`src/rtl/approx_mult_pipe_if.sv`:
```
// approx_mult_pipe_if: operand/result handshake bundle for approx_mult_pipe.
//   in_valid/in_ready         operand handshake (source -> multiplier)
//   in_a, in_b, in_mode       operands and per-transaction mode (1 = approximate)
//   out_valid/out_ready       result handshake (multiplier -> accumulator)
//   out_result, out_mode      product and the mode it was computed in
//   err_cnt                   count of inexact approximate results (zero unless enabled)
// Modports: slave = multiplier side, master = operand source / result sink side.
interface approx_mult_pipe_if #(
    parameter int unsigned WIDTH = 8,
    parameter int unsigned CNT_W = 16
);
    logic                 in_valid;
    logic                 in_ready;
    logic [WIDTH-1:0]     in_a;
    logic [WIDTH-1:0]     in_b;
    logic                 in_mode;
    logic                 out_valid;
    logic                 out_ready;
    logic [2*WIDTH-1:0]   out_result;
    logic                 out_mode;
    logic [CNT_W-1:0]     err_cnt;

    modport slave (
        input  in_valid, in_a, in_b, in_mode, out_ready,
        output in_ready, out_valid, out_result, out_mode, err_cnt
    );

    modport master (
        output in_valid, in_a, in_b, in_mode, out_ready,
        input  in_ready, out_valid, out_result, out_mode, err_cnt
    );
endinterface

```
`src/rtl/approx_mult_pipe.sv`:
```
// approx_mult_pipe: 3-stage pipelined unsigned WIDTH x WIDTH multiplier with a
// per-transaction approximate mode. In approximate mode the lowest APPROX_COLS
// partial-product columns are OR-compressed with no carry out; the remaining
// columns are summed exactly.
//   clk    rising-edge clock
//   rst_n  asynchronous active-low reset
//   bus    approx_mult_pipe_if.slave (operand and result valid/ready handshakes)
// Stages: S1 operands, S2 low-column OR bits + two half partial sums, S3 result.
// Optional macro APPROX_ERR_STAT_EN adds an exact shadow path and a saturating
// count of inexact approximate results on err_cnt; without it err_cnt is 0.
module approx_mult_pipe #(
    parameter int unsigned WIDTH       = 8,
    parameter int unsigned APPROX_COLS = 4,
    parameter int unsigned CNT_W       = 16
) (
    input logic               clk,
    input logic               rst_n,
    approx_mult_pipe_if.slave bus
);
    localparam int unsigned PW   = 2 * WIDTH;
    localparam int unsigned HALF = WIDTH / 2;
    // Bit c set for every approximated column c < APPROX_COLS.
    localparam logic [PW-1:0] LOW_MASK = (PW'(1) << APPROX_COLS) - PW'(1);

    logic stall;

    logic             s1_valid, s1_mode;
    logic [WIDTH-1:0] s1_a, s1_b;

    logic          s2_valid, s2_mode;
    logic [PW-1:0] s2_low_or, s2_sum_lo, s2_sum_hi;
    logic [PW-1:0] low_or_d, sum_lo_d, sum_hi_d;

    logic          s3_valid, s3_mode;
    logic [PW-1:0] s3_result;

`ifdef APPROX_ERR_STAT_EN
    logic [PW-1:0]    s2_ex_lo, s2_ex_hi, ex_lo_d, ex_hi_d;
    logic [PW-1:0]    s3_exact;
    logic [CNT_W-1:0] err_q;
`endif

    // Whole pipe freezes while the head result is refused; bubbles are kept.
    assign stall        = s3_valid & ~bus.out_ready;
    assign bus.in_ready = ~stall;

    always_ff @(posedge clk or negedge rst_n) begin
        if (!rst_n) begin
            s1_valid <= 1'b0;
            s1_mode  <= 1'b0;
            s1_a     <= '0;
            s1_b     <= '0;
        end else if (!stall) begin
            s1_valid <= bus.in_valid;
            s1_mode  <= bus.in_mode;
            s1_a     <= bus.in_a;
            s1_b     <= bus.in_b;
        end
    end

    // Each shifted row holds pp[i][j] at column i+j, so OR-ing rows gives the
    // per-column OR and masked row sums give the exact upper-column sum.
    always_comb begin
        logic [PW-1:0] row;
        logic [PW-1:0] col_mask;
        logic [PW-1:0] low_all;
        row      = '0;
        col_mask = s1_mode ? ~LOW_MASK : '1;
        low_all  = '0;
        sum_lo_d = '0;
        sum_hi_d = '0;
`ifdef APPROX_ERR_STAT_EN
        ex_lo_d  = '0;
        ex_hi_d  = '0;
`endif
        for (int j = 0; j < int'(WIDTH); j++) begin
            row     = s1_b[j] ? (PW'(s1_a) << j) : '0;
            low_all = low_all | row;
            if (j < int'(HALF)) begin
                sum_lo_d = sum_lo_d + (row & col_mask);
`ifdef APPROX_ERR_STAT_EN
                ex_lo_d  = ex_lo_d + row;
`endif
            end else begin
                sum_hi_d = sum_hi_d + (row & col_mask);
`ifdef APPROX_ERR_STAT_EN
                ex_hi_d  = ex_hi_d + row;
`endif
            end
        end
        low_or_d = s1_mode ? (low_all & LOW_MASK) : '0;
    end

    always_ff @(posedge clk or negedge rst_n) begin
        if (!rst_n) begin
            s2_valid  <= 1'b0;
            s2_mode   <= 1'b0;
            s2_low_or <= '0;
            s2_sum_lo <= '0;
            s2_sum_hi <= '0;
        end else if (!stall) begin
            s2_valid  <= s1_valid;
            s2_mode   <= s1_mode;
            s2_low_or <= low_or_d;
            s2_sum_lo <= sum_lo_d;
            s2_sum_hi <= sum_hi_d;
        end
    end

    // Low OR bits and upper sums occupy disjoint columns, so a plain add merges them.
    always_ff @(posedge clk or negedge rst_n) begin
        if (!rst_n) begin
            s3_valid  <= 1'b0;
            s3_mode   <= 1'b0;
            s3_result <= '0;
        end else if (!stall) begin
            s3_valid  <= s2_valid;
            s3_mode   <= s2_mode;
            s3_result <= s2_low_or + s2_sum_lo + s2_sum_hi;
        end
    end

    assign bus.out_valid  = s3_valid;
    assign bus.out_mode   = s3_mode;
    assign bus.out_result = s3_result;

`ifdef APPROX_ERR_STAT_EN
    always_ff @(posedge clk or negedge rst_n) begin
        if (!rst_n) begin
            s2_ex_lo <= '0;
            s2_ex_hi <= '0;
            s3_exact <= '0;
        end else if (!stall) begin
            s2_ex_lo <= ex_lo_d;
            s2_ex_hi <= ex_hi_d;
            s3_exact <= s2_ex_lo + s2_ex_hi;
        end
    end

    always_ff @(posedge clk or negedge rst_n) begin
        if (!rst_n) begin
            err_q <= '0;
        end else if (s3_valid && bus.out_ready && s3_mode &&
                     (s3_result != s3_exact) && (err_q != '1)) begin
            err_q <= err_q + CNT_W'(1);
        end
    end

    assign bus.err_cnt = err_q;
`else
    assign bus.err_cnt = '0;
`endif
endmodule
```
`src/flat_wrapper.sv`:
```
// flat-port wrapper written by rule: the top's interface ports become plain ports
module approx_mult_pipe_flat 
#(
    parameter int unsigned WIDTH       = 8,
    parameter int unsigned APPROX_COLS = 4,
    parameter int unsigned CNT_W       = 16
)
  (clk, rst_n, bus_in_valid, bus_in_a, bus_in_b, bus_in_mode, bus_out_ready, bus_in_ready, bus_out_valid, bus_out_result, bus_out_mode, bus_err_cnt);
  approx_mult_pipe_if #(.WIDTH(WIDTH), .CNT_W(CNT_W)) bus_i ();
  input logic clk;
  input logic rst_n;
  input wire logic [$bits(bus_i.in_valid)-1:0] bus_in_valid;
  input wire logic [$bits(bus_i.in_a)-1:0] bus_in_a;
  input wire logic [$bits(bus_i.in_b)-1:0] bus_in_b;
  input wire logic [$bits(bus_i.in_mode)-1:0] bus_in_mode;
  input wire logic [$bits(bus_i.out_ready)-1:0] bus_out_ready;
  output wire logic [$bits(bus_i.in_ready)-1:0] bus_in_ready;
  output wire logic [$bits(bus_i.out_valid)-1:0] bus_out_valid;
  output wire logic [$bits(bus_i.out_result)-1:0] bus_out_result;
  output wire logic [$bits(bus_i.out_mode)-1:0] bus_out_mode;
  output wire logic [$bits(bus_i.err_cnt)-1:0] bus_err_cnt;
  assign bus_i.in_valid = bus_in_valid;
  assign bus_i.in_a = bus_in_a;
  assign bus_i.in_b = bus_in_b;
  assign bus_i.in_mode = bus_in_mode;
  assign bus_i.out_ready = bus_out_ready;
  assign bus_in_ready = bus_i.in_ready;
  assign bus_out_valid = bus_i.out_valid;
  assign bus_out_result = bus_i.out_result;
  assign bus_out_mode = bus_i.out_mode;
  assign bus_err_cnt = bus_i.err_cnt;
  approx_mult_pipe #(.WIDTH(WIDTH), .APPROX_COLS(APPROX_COLS), .CNT_W(CNT_W)) u_core (.clk(clk), .rst_n(rst_n), .bus(bus_i));
endmodule
```
`config.mk`:
```
export PLATFORM = sky130hd
export DESIGN_NAME = approx_mult_pipe_flat
export DESIGN_NICKNAME = d
export VERILOG_FILES = /design/src/rtl/approx_mult_pipe_if.sv /design/src/rtl/approx_mult_pipe.sv /design/src/flat_wrapper.sv
export SDC_FILE = /design/constraint.sdc
export NUM_CORES = 1
export LEC_CHECK = 0
export ABC_AREA = 1
export BUFFER_PORTS_ARGS = -buffer_cell sky130_fd_sc_hd__buf_4
export CORE_MARGIN = 8
export CORE_UTILIZATION = 55
export CTS_CLUSTER_DIAMETER = 200
export CTS_CLUSTER_SIZE = 20
export DETAILED_ROUTE_END_ITERATION = 8
export GPL_TIMING_DRIVEN = 0
export MAX_ROUTING_LAYER = met4
export PLACE_DENSITY = 0.81
export SYNTH_ARGS = -nofsm -noshare
export SYNTH_HDL_FRONTEND = slang
export SYNTH_SLANG_ARGS = --single-unit
```
`constraint.sdc`:
```
create_clock -name clk -period 6.7 [get_ports clk]
set_input_delay 1.34 -clock clk [delete_from_list [all_inputs] [get_ports clk]]
set_output_delay 1.34 -clock clk [all_outputs]
set_load 0.01 [all_outputs]
```
==> impl_metrics.yaml <==
die:
  core_sq_mm: 0.00982
  die_width_microns: 117
  start_util_pct: 56.7
  ios: 56
  die_area_sq_mm: 0.0136
  fp.dieH_microns: 117
  rows: 36
cells_and_area:
  fin_util_pct: 64.2
  fillers: 878
  nNetsFinal: 932
  drive_above_1_share_pct: 12.1
  final_cell_count_no_fill: 968
  synthToLayoutAreaGrowth_pct: 13.3
  diodes: 0
  fin_area_sq_mm: 0.00630
detailed_routing:
  wl_per_cell_microns: 13.3
  remaining_drc_errors: 0
  vias: 4785
  first_iter_violations: 358
  vias_per_cell: 4.94
  dr.pass1.iters: 5
  ant_nets: 0
  wl_mm: 12.8
global_route:
  grtUsageTotal_pct: 20.5
  busiest_layer: "met2"
  antenna_found_initial: 0
  use_met2_pct: 36.8
  grt_pass1_wl_mm: 21.4
  grt_use_met1_pct: 23.7
  overflow: 0
  grt_max_degree: 68
  met3_usage_pct: 2.74
  grt_pass1_vias: 4634
yosys:
  yosysWarnings: 0
  syn_avg_cell_area_sq_um: 7.27
  synthTopCellsByCount: "nand2_1 (289), inv_1 (133), dfrtp_1 (67)"
  ys_types: 35
  synth-xor-area-share_pct: 1.57
  synth_top_family_by_area: "simple AND/OR/NAND/NOR gates"
  synth_ff_type: "dfrtp_1"
  ys_ff_latch: 67
  synth_most_common_cell: "nand2_1"
  synth_fa_ha_area_share_pct: 21.9
  synth_edf_count: 0
  yosys.area.top_type: "dfrtp_1"
  synth-compound-area-share_pct: 5.71
  yosysTopAreaCellShare_pct: 30.1
  syn_area_sq_mm: 0.00556
  ys_top_cells_by_area: "dfrtp_1 (30%), nand2_1 (20%), ha_1 (12%)"
  syn_inst: 765
  synthMuxAreaShare_pct: 0
  yosys.area_share.simple_pct: 26.7
  ys_seq_area_share_pct: 30.1
  ys_async_sr_fraction_pct: 100
pwr:
  clock_power_share_pct: 14.3
  p_switching_mw: 1.33
  p_leak_nw: 3.85
  p_sw_share_pct: 47.9
  power_frac_seq_pct: 23.5
  power.density_mw_per_mm2: 439
  power_frac_comb_pct: 62.2
  ir_drop_mv: 0.182
  p_int_mw: 1.44
  fin_total_pwr_mw: 2.77
timing:
  fin_skew_ps: 13.8
  finalCritPeriodShare_pct: 51.5
  whs_ps: 449
  fmax_ghz: 0.290
  slew_headroom_pct: 43.8
  finalHoldViolCount: 0
  finalSetupTns_ps: 0
  max_slew.worst_pin.slew_ps: 843
  finalMaxSlewViolations: 0
  fin_crit_ps: 3450
  setup_ws_ps: 3250
  setup-violations-final: 0
  rsz0062_at_grt: "no"
min_path:
  hold_class: "register to register"
critical_path:
  critPathLaunch: "bus_out_ready"
  crit_type: "input port to output port"
  crit_required_ps: 5360
  critPathCapture: "bus_in_ready"
  reg2reg_from: "u_core.s1_a[2]"
  crit_fanout: 10
  r2r_cells: 16
  crit_arrival_ps: 2110
  startpoint_type: "input port"
  critPathCaptureType: "output port"
  r2r-end: "u_core.s2_sum_lo[11]"
  ff2ff_setup_slack_ps: 3260
cts:
  clock_path_buffers: 2
  ctsHoldBuffers: 0
  numCtsBuffers: 9
  cts_root_buf: "clkbuf_8"
  cts_tree: "built"
  clk_latency_ps: 350
  cts-htree-levels: 3
  cts_repair_resize_count: 0
  path_clk_slew_ps: 90
  clock-sinks: 67
  postCtsSetupBuffers: 0
placement:
  dpl_cell_area_sq_mm: 0.00608
  place_congestion: 0.864
  dp_slack_ps: 3250
  io_buffers: 39
  dpl.cell_count: 952
  dp_hpwl_mm: 9.98
flow_run:
  max_cap_violations: 0
run_status:
  status: "finished clean"
==> critical path, cell delays in order <==
cell    delay, ps
buf_4         120
nor2_4        160
inv_2         110
buf_2         210
buf_4         170
==> layout by cell type (no fill, tap or decap), drive strengths merged, types with 7 or more instances in the layout <==
| master | instances |
|---|---|
| o21ai | 29 |
| clkbuf | 24 |
| buf | 69 |
| ha | 54 |
| xnor2 | 7 |
| dfrtp | 67 |
| conb | 16 |
| nand3 | 40 |
| nand2 | 292 |
| inv | 141 |
| fa | 27 |
| a21oi | 18 |
| nor2 | 19 |
==> cells by family (layout without fill, tap and decap cells) <==
group,after synthesis,count (layout)
AOI/OAI and AO/OA,58,58
and+or+nand+nor,364,364
adders and majority gates,81,81
DFF,67,67
xor gates and xnor gates,10,10
other,1,16
buffers and inverters,184,239
==> routing by layer <==
layer | vias up | part of all wire, %
li1 | 2420 | -
met1 | 2238 | 44
met2 | 111 | 50
met3 | 16 | 4.5
met4 | 0 | 1.5
met5 | - | 0
==> sequential cells by signal, indices dropped and copies added (netlist names) <==
register	cells
u_core.bus.out_result	16
u_core.s2_sum_lo	13
u_core.s2_sum_hi	12
u_core.s1_a	8
u_core.s1_b	8
u_core.s2_low_or	4
u_core.bus.out_mode	1
u_core.bus.out_valid	1
u_core.s1_mode	1
u_core.s1_valid	1
u_core.s2_mode	1
u_core.s2_valid	1
==> worst min path at each step <==
| stage | cells past startpoint | slack, ps | from | end |
|---|---|---|---|---|
| 2_1_floorplan | 2 | 420 | u_core.s2_valid | u_core.bus.out_valid |
| 3_3_place_gp | 2 | 430 | u_core.s2_valid | u_core.bus.out_valid |
| 3_5_place_dp | 2 | 440 | u_core.s2_valid | u_core.bus.out_valid |
| 4_1_cts | 2 | 450 | u_core.s2_valid | u_core.bus.out_valid |
| 5_1_grt | 2 | 470 | u_core.s2_valid | u_core.bus.out_valid |
| 6_report | 2 | 450 | u_core.s2_valid | u_core.bus.out_valid |
==> final cells by class <==
cell class	count	area (sq um)	share of cell area, %
buffer	45	254	4.03
clock buffer	9	124	1.97
clock inverter	7	100	1.59
inverter	139	522	8.28
multi-input combinational	529	3170	50.2
sequential	67	1680	26.6
tap	133	166	2.64
timing repair buffer	39	293	4.65
==> power by group through the flow <==
stage | clock network [mW] | registers [mW] | logic, mW
detailed placement | 0 | 0.657 | 1.71
finish | 0.397 | 0.649 | 1.72
global route | 0.418 | 0.666 | 1.99
CTS | 0.399 | 0.650 | 1.73
global placement | 0 | 0.649 | 1.66
floorplan | 0 | 0.662 | 1.26
Power figures use the tool's default switching activity.
